## config.mk

```make
export PLATFORM = sky130hd
export DESIGN_NAME = pipeline_control_unit_flat
export DESIGN_NICKNAME = d
export VERILOG_FILES = /design/src/rtl/pipeline_control_unit_if.sv /design/src/rtl/pipeline_control_unit.sv /design/src/flat_wrapper.sv
export SDC_FILE = /design/constraint.sdc
export NUM_CORES = 1
export LEC_CHECK = 0
export ABC_AREA = 1
export CORE_MARGIN = 4
export CORE_UTILIZATION = 40
export CTS_CLUSTER_DIAMETER = 40
export DETAILED_ROUTE_END_ITERATION = 7
export PLACE_DENSITY = 0.72
export SETUP_SLACK_MARGIN = 0.2
export SYNTH_ARGS = -nofsm -noshare
export SYNTH_HDL_FRONTEND = slang
export SYNTH_SLANG_ARGS = --single-unit
```

## constraint.sdc

```tcl
create_clock -name clk -period 4 [get_ports clk]
set_clock_uncertainty 0.05 [all_clocks]
set_input_delay 1.2 -clock clk [delete_from_list [all_inputs] [get_ports clk]]
set_output_delay 1.2 -clock clk [all_outputs]
set_load 0.05 [all_outputs]
```

## src/rtl/pipeline_control_unit_if.sv

```systemverilog
// Pipeline control bundle: ID/EX/WB hazard inputs toward the control unit,
// and stall/flush controls plus performance counters back to the datapath.
//   master : datapath side (drives ID/EX/WB status, receives controls)
//   slave  : pipeline_control_unit side
// Optional PIPELINE_STALL_STATS_EN adds stall_count / flush_count.
interface pipeline_control_unit_if #(
  parameter int CNT_W = 32
);
  logic             id_valid;
  logic [31:0]      id_instr;
  logic [4:0]       id_rs1;
  logic [4:0]       id_rs2;
  logic             ex_mem_read;
  logic [4:0]       ex_rd;
  logic             ex_branch_taken;
  logic             wb_valid;
  logic             pc_write;
  logic             ifid_write;
  logic             ifid_flush;
  logic             idex_flush;
  logic             stall_active;
  logic             end_program;
  logic [CNT_W-1:0] cycle_count;
  logic [CNT_W-1:0] retire_count;
`ifdef PIPELINE_STALL_STATS_EN
  logic [CNT_W-1:0] stall_count;
  logic [CNT_W-1:0] flush_count;

  modport master (
    output id_valid, id_instr, id_rs1, id_rs2, ex_mem_read, ex_rd,
           ex_branch_taken, wb_valid,
    input  pc_write, ifid_write, ifid_flush, idex_flush, stall_active,
           end_program, cycle_count, retire_count, stall_count, flush_count
  );
  modport slave (
    input  id_valid, id_instr, id_rs1, id_rs2, ex_mem_read, ex_rd,
           ex_branch_taken, wb_valid,
    output pc_write, ifid_write, ifid_flush, idex_flush, stall_active,
           end_program, cycle_count, retire_count, stall_count, flush_count
  );
`else
  modport master (
    output id_valid, id_instr, id_rs1, id_rs2, ex_mem_read, ex_rd,
           ex_branch_taken, wb_valid,
    input  pc_write, ifid_write, ifid_flush, idex_flush, stall_active,
           end_program, cycle_count, retire_count
  );
  modport slave (
    input  id_valid, id_instr, id_rs1, id_rs2, ex_mem_read, ex_rd,
           ex_branch_taken, wb_valid,
    output pc_write, ifid_write, ifid_flush, idex_flush, stall_active,
           end_program, cycle_count, retire_count
  );
`endif
endinterface

```

## src/rtl/pipeline_control_unit.sv

```systemverilog
// Central sequencer for the 5-stage core: load-use stall, taken-branch flush,
// halt detection with a fixed drain period, and cycle/retire counters.
// Ports:
//   clk   : core clock, rising edge
//   reset : synchronous, active-low
//   bus   : pipeline_control_unit_if.slave (hazard inputs, controls, counters)
// Optional feature macro PIPELINE_STALL_STATS_EN: adds saturating stall_count
// (load-use stall cycles) and flush_count (branch-flush cycles).
module pipeline_control_unit #(
  parameter logic [31:0] HALT_WORD    = 32'hFFFF_FFFF,
  parameter int          DRAIN_CYCLES = 4,
  parameter int          CNT_W        = 32
) (
  input logic              clk,
  input logic              reset,
  pipeline_control_unit_if.slave bus
);
  typedef enum logic [1:0] {RUN, DRAIN, HALTED} state_t;

  localparam logic [3:0] DRAIN_INIT = 4'(DRAIN_CYCLES - 1);

  state_t           state;
  logic [3:0]       drain_q;
  logic             end_q;
  logic [CNT_W-1:0] cyc_q;
  logic [CNT_W-1:0] ret_q;

  logic halt_det, load_use, branch_flush;
  logic pc_write, ifid_write, ifid_flush, idex_flush, stall_active;

  assign halt_det = bus.id_valid && (bus.id_instr == HALT_WORD);
  assign load_use = bus.id_valid && bus.ex_mem_read && (bus.ex_rd != 5'd0) &&
                    ((bus.ex_rd == bus.id_rs1) || (bus.ex_rd == bus.id_rs2));

  // Branch beats halt beats load-use; a halt behind a taken branch is on the
  // wrong path and must not stop the machine.
  always_comb begin
    pc_write     = 1'b0;
    ifid_write   = 1'b0;
    ifid_flush   = 1'b0;
    idex_flush   = 1'b0;
    stall_active = 1'b0;
    branch_flush = 1'b0;
    if (!reset) begin
      ifid_flush = 1'b1;
      idex_flush = 1'b1;
    end else begin
      case (state)
        RUN: begin
          pc_write   = 1'b1;
          ifid_write = 1'b1;
          if (bus.ex_branch_taken) begin
            ifid_flush   = 1'b1;
            idex_flush   = 1'b1;
            branch_flush = 1'b1;
          end else if (halt_det) begin
            pc_write   = 1'b0;
            ifid_write = 1'b0;
            idex_flush = 1'b1;
          end else if (load_use) begin
            pc_write     = 1'b0;
            ifid_write   = 1'b0;
            idex_flush   = 1'b1;
            stall_active = 1'b1;
          end
        end
        DRAIN: idex_flush = 1'b1;
        default: begin
          ifid_flush = 1'b1;
          idex_flush = 1'b1;
        end
      endcase
    end
  end

  // Drain counter is loaded with DRAIN_CYCLES-1 and HALTED is entered on the
  // edge where it reads 0, so DRAIN spans exactly DRAIN_CYCLES cycles.
  always_ff @(posedge clk) begin
    if (!reset) begin
      state   <= RUN;
      drain_q <= '0;
      end_q   <= 1'b0;
      cyc_q   <= '0;
      ret_q   <= '0;
    end else begin
      case (state)
        RUN: if (!bus.ex_branch_taken && halt_det) begin
          state   <= DRAIN;
          drain_q <= DRAIN_INIT;
        end
        DRAIN: if (drain_q == 4'd0) begin
          state <= HALTED;
          end_q <= 1'b1;
        end else begin
          drain_q <= drain_q - 4'd1;
        end
        default: ;
      endcase
      if (state != HALTED) begin
        if (cyc_q != '1) cyc_q <= cyc_q + CNT_W'(1);
        if (bus.wb_valid && ret_q != '1) ret_q <= ret_q + CNT_W'(1);
      end
    end
  end

  assign bus.pc_write     = pc_write;
  assign bus.ifid_write   = ifid_write;
  assign bus.ifid_flush   = ifid_flush;
  assign bus.idex_flush   = idex_flush;
  assign bus.stall_active = stall_active;
  assign bus.end_program  = end_q;
  assign bus.cycle_count  = cyc_q;
  assign bus.retire_count = ret_q;

`ifdef PIPELINE_STALL_STATS_EN
  logic [CNT_W-1:0] stall_q;
  logic [CNT_W-1:0] flush_q;

  // stall_active / branch_flush are only ever high in RUN, which keeps these
  // frozen in DRAIN and HALTED without an explicit state check.
  always_ff @(posedge clk) begin
    if (!reset) begin
      stall_q <= '0;
      flush_q <= '0;
    end else begin
      if (stall_active && stall_q != '1) stall_q <= stall_q + CNT_W'(1);
      if (branch_flush && flush_q != '1) flush_q <= flush_q + CNT_W'(1);
    end
  end

  assign bus.stall_count = stall_q;
  assign bus.flush_count = flush_q;
`endif
endmodule
```

## src/flat_wrapper.sv

```systemverilog
// flat-port wrapper written by rule: the top's interface ports become plain ports
module pipeline_control_unit_flat 
#(
  parameter logic [31:0] HALT_WORD    = 32'hFFFF_FFFF,
  parameter int          DRAIN_CYCLES = 4,
  parameter int          CNT_W        = 32
)
  (clk, reset, bus_id_valid, bus_id_instr, bus_id_rs1, bus_id_rs2, bus_ex_mem_read, bus_ex_rd, bus_ex_branch_taken, bus_wb_valid, bus_pc_write, bus_ifid_write, bus_ifid_flush, bus_idex_flush, bus_stall_active, bus_end_program, bus_cycle_count, bus_retire_count);
  pipeline_control_unit_if #(.CNT_W(CNT_W)) bus_i ();
  input logic clk;
  input logic reset;
  input wire logic [$bits(bus_i.id_valid)-1:0] bus_id_valid;
  input wire logic [$bits(bus_i.id_instr)-1:0] bus_id_instr;
  input wire logic [$bits(bus_i.id_rs1)-1:0] bus_id_rs1;
  input wire logic [$bits(bus_i.id_rs2)-1:0] bus_id_rs2;
  input wire logic [$bits(bus_i.ex_mem_read)-1:0] bus_ex_mem_read;
  input wire logic [$bits(bus_i.ex_rd)-1:0] bus_ex_rd;
  input wire logic [$bits(bus_i.ex_branch_taken)-1:0] bus_ex_branch_taken;
  input wire logic [$bits(bus_i.wb_valid)-1:0] bus_wb_valid;
  output wire logic [$bits(bus_i.pc_write)-1:0] bus_pc_write;
  output wire logic [$bits(bus_i.ifid_write)-1:0] bus_ifid_write;
  output wire logic [$bits(bus_i.ifid_flush)-1:0] bus_ifid_flush;
  output wire logic [$bits(bus_i.idex_flush)-1:0] bus_idex_flush;
  output wire logic [$bits(bus_i.stall_active)-1:0] bus_stall_active;
  output wire logic [$bits(bus_i.end_program)-1:0] bus_end_program;
  output wire logic [$bits(bus_i.cycle_count)-1:0] bus_cycle_count;
  output wire logic [$bits(bus_i.retire_count)-1:0] bus_retire_count;
  assign bus_i.id_valid = bus_id_valid;
  assign bus_i.id_instr = bus_id_instr;
  assign bus_i.id_rs1 = bus_id_rs1;
  assign bus_i.id_rs2 = bus_id_rs2;
  assign bus_i.ex_mem_read = bus_ex_mem_read;
  assign bus_i.ex_rd = bus_ex_rd;
  assign bus_i.ex_branch_taken = bus_ex_branch_taken;
  assign bus_i.wb_valid = bus_wb_valid;
  assign bus_pc_write = bus_i.pc_write;
  assign bus_ifid_write = bus_i.ifid_write;
  assign bus_ifid_flush = bus_i.ifid_flush;
  assign bus_idex_flush = bus_i.idex_flush;
  assign bus_stall_active = bus_i.stall_active;
  assign bus_end_program = bus_i.end_program;
  assign bus_cycle_count = bus_i.cycle_count;
  assign bus_retire_count = bus_i.retire_count;
  pipeline_control_unit #(.HALT_WORD(HALT_WORD), .DRAIN_CYCLES(DRAIN_CYCLES), .CNT_W(CNT_W)) u_core (.clk(clk), .reset(reset), .bus(bus_i));
endmodule
```

==> results of run 1 <==
## cell usage in the layout (no fill, tap or decap), drive strengths merged, types with 15 or more instances in the layout
cell | synthesis | routed
a21oi | 59 | 59
clkdlybuf4s50 | 0 | 107
dfxtp | 71 | 71
inv | 59 | 59
nand2 | 300 | 300
nand3 | 26 | 26
nand4 | 15 | 15
nor2 | 130 | 130
nor3 | 18 | 18
xnor2 | 20 | 20
xor2 | 27 | 27
## routing by layer
layer | share of wire | wire, um
met2 | 0.45 | 5949
met1 | 0.46 | 6168
met4 | 0.015 | 199
met5 | 0 | 0
met3 | 0.078 | 1043
## power by group
part / switching [mW] / internal [mW] / leakage (nW)
combinational: 0.0837 / 0.0792 / 1.57
sequential: 0.00717 / 0.712 / 0.573
clock: 0.324 / 0.546 / 0.152
total: 0.415 / 1.34 / 2.30
## critical path, delay by kind of cell
family                 cells  cell delay, ps
AO/OA/AOI/OAI              1             240
buffers and inverters      3             710
AND/OR/NAND/NOR            2             190
XOR/XNOR                   1             130
## cells by family (layout without fill, tap and decap cells)
group,count (synthesis),in the layout,share of synthesized area
simple gates,503,503,0.4416
buf+inv,77,203,0.07147
flops,71,71,0.3018
compound gates,69,69,0.08980
xor+xnor,47,47,0.08741
fa+ha+maj,3,3,0.007971
## repair_timing
item,CTS,global route
endpoints found under the setup margin,4,4
resized for setup,16,5
pin swaps,6,2
setup buffers,1,1
## worst paths after layout
path	startpoint	end	slack (ps)	depth (start not counted)
worst max-delay path	bus_id_rs1[3]	bus_pc_write	290	7
worst min-delay path	u_core.bus.end_program	u_core.bus.end_program	420	2
worst min register to register	u_core.bus.end_program	u_core.bus.end_program	420	2
worst max register to register	u_core.bus.cycle_count[1]	u_core.bus.cycle_count[19]	1370	12
## sequential cells by signal (all words and copies together), names as in the netlist
name and flops:
u_core.bus.cycle_count 32, u_core.bus.end_program 1, u_core.bus.retire_count 32, u_core.drain_q 4, u_core.state 2
## through the flow
stage / std cells / instance area [um2] / worst slack, ps / power [mW]
final: 1039 / 6452 / 289.8 / 1.753
after global routing: 1039 / 6452 / 200.8 / 1.828
after CTS: 1038 / 6435 / 217.4 / 1.775
after detailed placement: 1021 / 6086 / 34.35 / 0.8982
after global placement: 1021 / 6086 / 35.70 / 0.8965
after floorplan: 770 / 4721 / 287.5 / 0.8117
## final cells by class
class                   count  share of cell area
clock inverters             7             0.01513
repair buffers            128              0.2032
flip-flops and latches     71              0.2203
clock buffers               9             0.03490
inverters                  59             0.03432
well taps                 143             0.02773
multi-input cells         622              0.4644
==> flow_summary.yaml, run 1 <==
floorplanning:
  start_util: 0.4107
  row_count: 39
  dieWidth_um: 116.5
  die_h_um: 116.5
  pin_count: 123
  fp.dieArea_um2: 13570
  core-area_um2: 11470
drt:
  drt_first_pass_iters: 5
  totalWireLength_um: 13360
  vias: 5106
  vias_per_cell: 4.914
  drtIter0Drc: 363
  wire_per_inst_um: 12.86
  drc: 0
  drtAntennaViolNets: 0
flow_run:
  cap_violations: 0
yosys:
  synth-seq-cells: 71
  syn_nets: 826
  syn-mean-instance-area_um2: 6.116
  yosysTopAreaCell: "dfxtp_1"
  yosysSeqAreaShare: 0.3018
  yosys-top-cells-area: "dfxtp_1 (30%), nand2_1 (23%), nor2_1 (10%)"
  synth_top_area_frac: 0.3018
  syn_area_um2: 4710
  async_flop_share: 0
  synth_edf_count: 0
  synth_ff_type: "dfxtp_1"
  synthCells: 770
  synth_common_cells: "nand2_1 (294), nor2_1 (128), dfxtp_1 (71), inv_1 (54), a21oi_1 (40)"
  synth_cell_types: 30
  yosysWarnings: 0
  yosysMostFrequentCell: "nand2_1"
run_status:
  status: "completed"
global_route:
  grt_use_met2: 0.3150
  grt_pass1_wl_um: 21910
  grtUsageTotal: 0.2012
  grt_max_degree: 57
  overflow: 0
  grt_pass1_vias: 4697
  met1_usage: 0.2744
  gr-max-usage-layer: "met2"
  antenna_found_initial: 0
  grt_use_met3: 0.03782
finish:
  post-route-util: 0.5627
  regArea_um2: 1421
  syn_to_final_growth_pct: 37.01
  multiInputGateArea_um2: 2997
  diodes: 0
  num-nets-final: 947
  drive_above_1_share: 0.08259
  fillers: 1135
placement:
  io_buffers: 122
  gp_congestion: 0.9903
  dp_hpwl_um: 10020
critical_path:
  required_ps: 2750
  path_cells: "clkdlybuf4s50_1 > xnor2_1 > nand4_1 > nand2_2 > buf_6 > a31oi_4 > buf_12"
  crit_path_end_kind: "output pin"
  startpoint_type: "primary input"
  slowest_delay_ps: 420
  worst-setup-path-type: "in2out"
  crit_slowest_cell: "clkdlybuf4s50_1"
  critical_path.max_fanout: 2
  worst-endpoint-arrival_ps: 2460
cts:
  cts_hold_buf: 0
  clk_pin_slew_ps: 60
  numCtsBuffers: 9
  cts_buffer_depth: 2
  htree_levels: 3
  clkSinkCount: 71
  clk_latency_ps: 350
  cts_root_buf: "clkbuf_16"
  cts_tree: "done"
worst_hold_path:
  holdCritPathClass: "reg2reg"
timing:
  rsz0062_at_grt: "false"
  hold_slack_ps: 418.2
  setup_tns_ps: 0
  fin_crit_sh: 0.9276
  post-route-min-period_ps: 3710
  setup_viol: 0
  slew-limit-headroom: 0.5085
  fmax_mhz: 269.5
  drv_slew: 0
  hold_viol: 0
  tightestPinTransition_ps: 737.2
pwr:
  p_leak_nw: 2.298
  power_density_nw_per_um2: 271.7
  peakVddDrop_uv: 169.0
Power figures use the tool's default switching activity.
==> inputs of run 2 (changes only) <==
Settings changed: ABC_AREA 1 to default, CTS_CLUSTER_SIZE from default to 12, PLACE_DENSITY 0.72 to 0.75.
==> run 2 against run 1 <==
  * Global-route usage fell by 0.75 points
  * Combinational power down 4%
  * Synthesized area decreased by 18%
  * Utilization is 3.7 points higher
  * Hold slack better by 21 ps
  * Largest power group is now registers
  * Highest routed layer unchanged
==> flow_summary.yaml, run 2 <==
floorplanning:
  die_h_um: 106.0
  start_util: 0.4136
  pin_count: 123
  row_count: 35
  core-area_um2: 9284
  fp.dieArea_um2: 11230
  dieWidth_um: 106.0
yosys:
  yosysWarnings: 0
  synth_cell_types: 49
  synthCells: 476
  syn_nets: 532
  syn-mean-instance-area_um2: 8.067
  yosysMostFrequentCell: "dfxtp_1"
  synth_ff_type: "dfxtp_1"
  async_flop_share: 0
  synth-seq-cells: 71
  yosysTopAreaCell: "dfxtp_1"
  synth_top_area_frac: 0.3702
  synth_common_cells: "dfxtp_1 (71), nand2_1 (46), a21oi_1 (39), nand3_1 (30)"
  yosysSeqAreaShare: 0.3702
  syn_area_um2: 3840
  synth_edf_count: 0
  yosys-top-cells-area: "dfxtp_1 (37%), a21oi_1 (5.1%), nand2_1 (4.5%)"
timing:
  fin_crit_sh: 0.9423
  hold_viol: 0
  slew-limit-headroom: 0.2706
  rsz0062_at_grt: "false"
  tightestPinTransition_ps: 1088
  post-route-min-period_ps: 3769
  fin_ws_ps: 230.7
  fmax_mhz: 265.3
  hold_slack_ps: 439.1
  drv_slew: 0
  setup_viol: 0
global_route:
  overflow: 0
  grt_max_degree: 32
  grtUsageTotal: 0.1937
  grt_pass1_wl_um: 18140
  grt_pass1_vias: 3945
  antenna_found_initial: 0
finish:
  drive_above_1_share: 0.09555
  diodes: 0
  syn_to_final_growth_pct: 44.87
  fillers: 853
  finalNonFillerCells: 736
  final_cell_mix: "clkdlybuf4s50_1 (78), dfxtp_1 (71), nand2_1 (45)"
  final_common_cell: "clkdlybuf4s50_1"
  num-nets-final: 658
flow_run:
  cap_violations: 0
cts:
  clk_latency_ps: 350
  htree_levels: 3
  cts_tree: "done"
  clkSinkCount: 71
  post-cts-setup-buffers: 0
  cts_buffer_depth: 2
  clk_pin_slew_ps: 70
  cts_hold_buf: 0
  numCtsBuffers: 9
  cts_root_buf: "clkbuf_8"
critical_path:
  cp_num_buf_inv: 2
  startpoint_type: "primary input"
  crit_slowest_cell: "or4_4"
  path_delay_family: "simple AND/OR/NAND/NOR gates"
  r2r-end: "u_core.bus.retire_count[11]"
  timing.rr.start: "u_core.bus.retire_count[4]"
  path_cells: "buf_2 > or4_4 > o2111ai_4 > o2bb2ai_4 > buf_12"
  crit_path_end_kind: "output pin"
  slowest_delay_ps: 530
  reg2reg_depth: 5
  worst-setup-path-type: "in2out"
  critical_path.max_fanout: 3
  reg2reg_slack_ps: 1530
  worst-endpoint-arrival_ps: 2520
  required_ps: 2750
pwr:
  p_leak_nw: 1.932
  peakVddDrop_uv: 177.1
  power_density_nw_per_um2: 257.3
worst_hold_path:
  min_to: "u_core.bus.end_program"
  holdCritPathClass: "reg2reg"
  worstHoldPathCells: 2
  hold_start: "u_core.bus.end_program"
drt:
  drtIter0Drc: 206
  vias: 4110
  drc: 0
  drtAntennaViolNets: 0
  vias_per_cell: 5.584
  drt_first_pass_iters: 6
  wire_per_inst_um: 14.98
  totalWireLength_um: 11020
placement:
  place_ws_ps: -123.4
  io_buffers: 122
  dp.cells: 720
  dp_hpwl_um: 8176
  gp_congestion: 0.8401
run_status:
  status: "completed"
-- run 2: worst max-delay path by stage --
stage                          start        endpoint  slack [ps]  cells past startpoint
finish                  bus_ex_rd[3]    bus_pc_write         230                      5
global route           bus_id_rs2[2]    bus_pc_write         190                      7
CTS                 bus_id_instr[31]    bus_pc_write         200                      7
detailed placement      bus_ex_rd[0]    bus_pc_write        -120                      5
global placement        bus_ex_rd[0]  bus_ifid_write         -90                      5
floorplan               bus_ex_rd[0]    bus_pc_write         250                      4
-- run 2: worst min-delay path, cell delays in order (launching register included) --
cell and delay [ps]:
dfxtp_1 330, a21oi_1 40, nor2_1 80
-- run 2: layer usage --
metal / part of all wire / global-route usage
met1: 0.42 / 0.2276
met2: 0.51 / 0.3443
met3: 0.054 / 0.04554
met4: 0.019 / 0.06753
met5: 0 / 0
-- run 2: report_power, final --
| group | total, mW | switching [mW] | internal [mW] |
|---|---|---|---|
| clock | 0.559 | 0.270 | 0.288 |
| combinational | 0.156 | 0.0803 | 0.0754 |
| sequential | 0.717 | 0.00601 | 0.711 |
-- run 2: repair_timing --
item,4_1_cts,5_1_grt
pin swaps,21,13
gates resized for setup,54,21
setup endpoints to repair,4,4
-- run 2: final cells by class --
cell class                 instances  area [um2]  area share
timing repair buffer             134        1324      0.2380
clock buffer                      11       131.4     0.02362
inverter                          11       41.29    0.007422
sequential                        71        1421      0.2555
clock inverter                     5       58.81     0.01057
tap                              129       161.4     0.02901
multi-input combinational        375        2425      0.4359
-- run 2: logic make-up (layout without fill, tap and decap cells) --
logic type | count (synthesis) | in the layout | share of synthesized area
simple gates | 232 | 232 | 0.3421
compound gates | 107 | 107 | 0.1678
flops | 71 | 71 | 0.3702
buf+inv | 30 | 161 | 0.03160
xor+xnor | 23 | 23 | 0.05246
mux | 10 | 10 | 0.02607
fa+ha+maj | 3 | 3 | 0.009776
-- run 2: per-stage QoR --
stage	instance area [um2]	TNS [ps]	power (mW)	utilization
3_5_place_dp	5295	-435.3	0.8935	0.5704
2_1_floorplan	3865	0	0.8046	-
3_3_place_gp	5295	-300.7	0.8895	0.5704
4_1_cts	5502	0	1.443	0.5926
6_report	5563	0	1.431	0.5992
5_1_grt	5563	0	1.488	0.5992
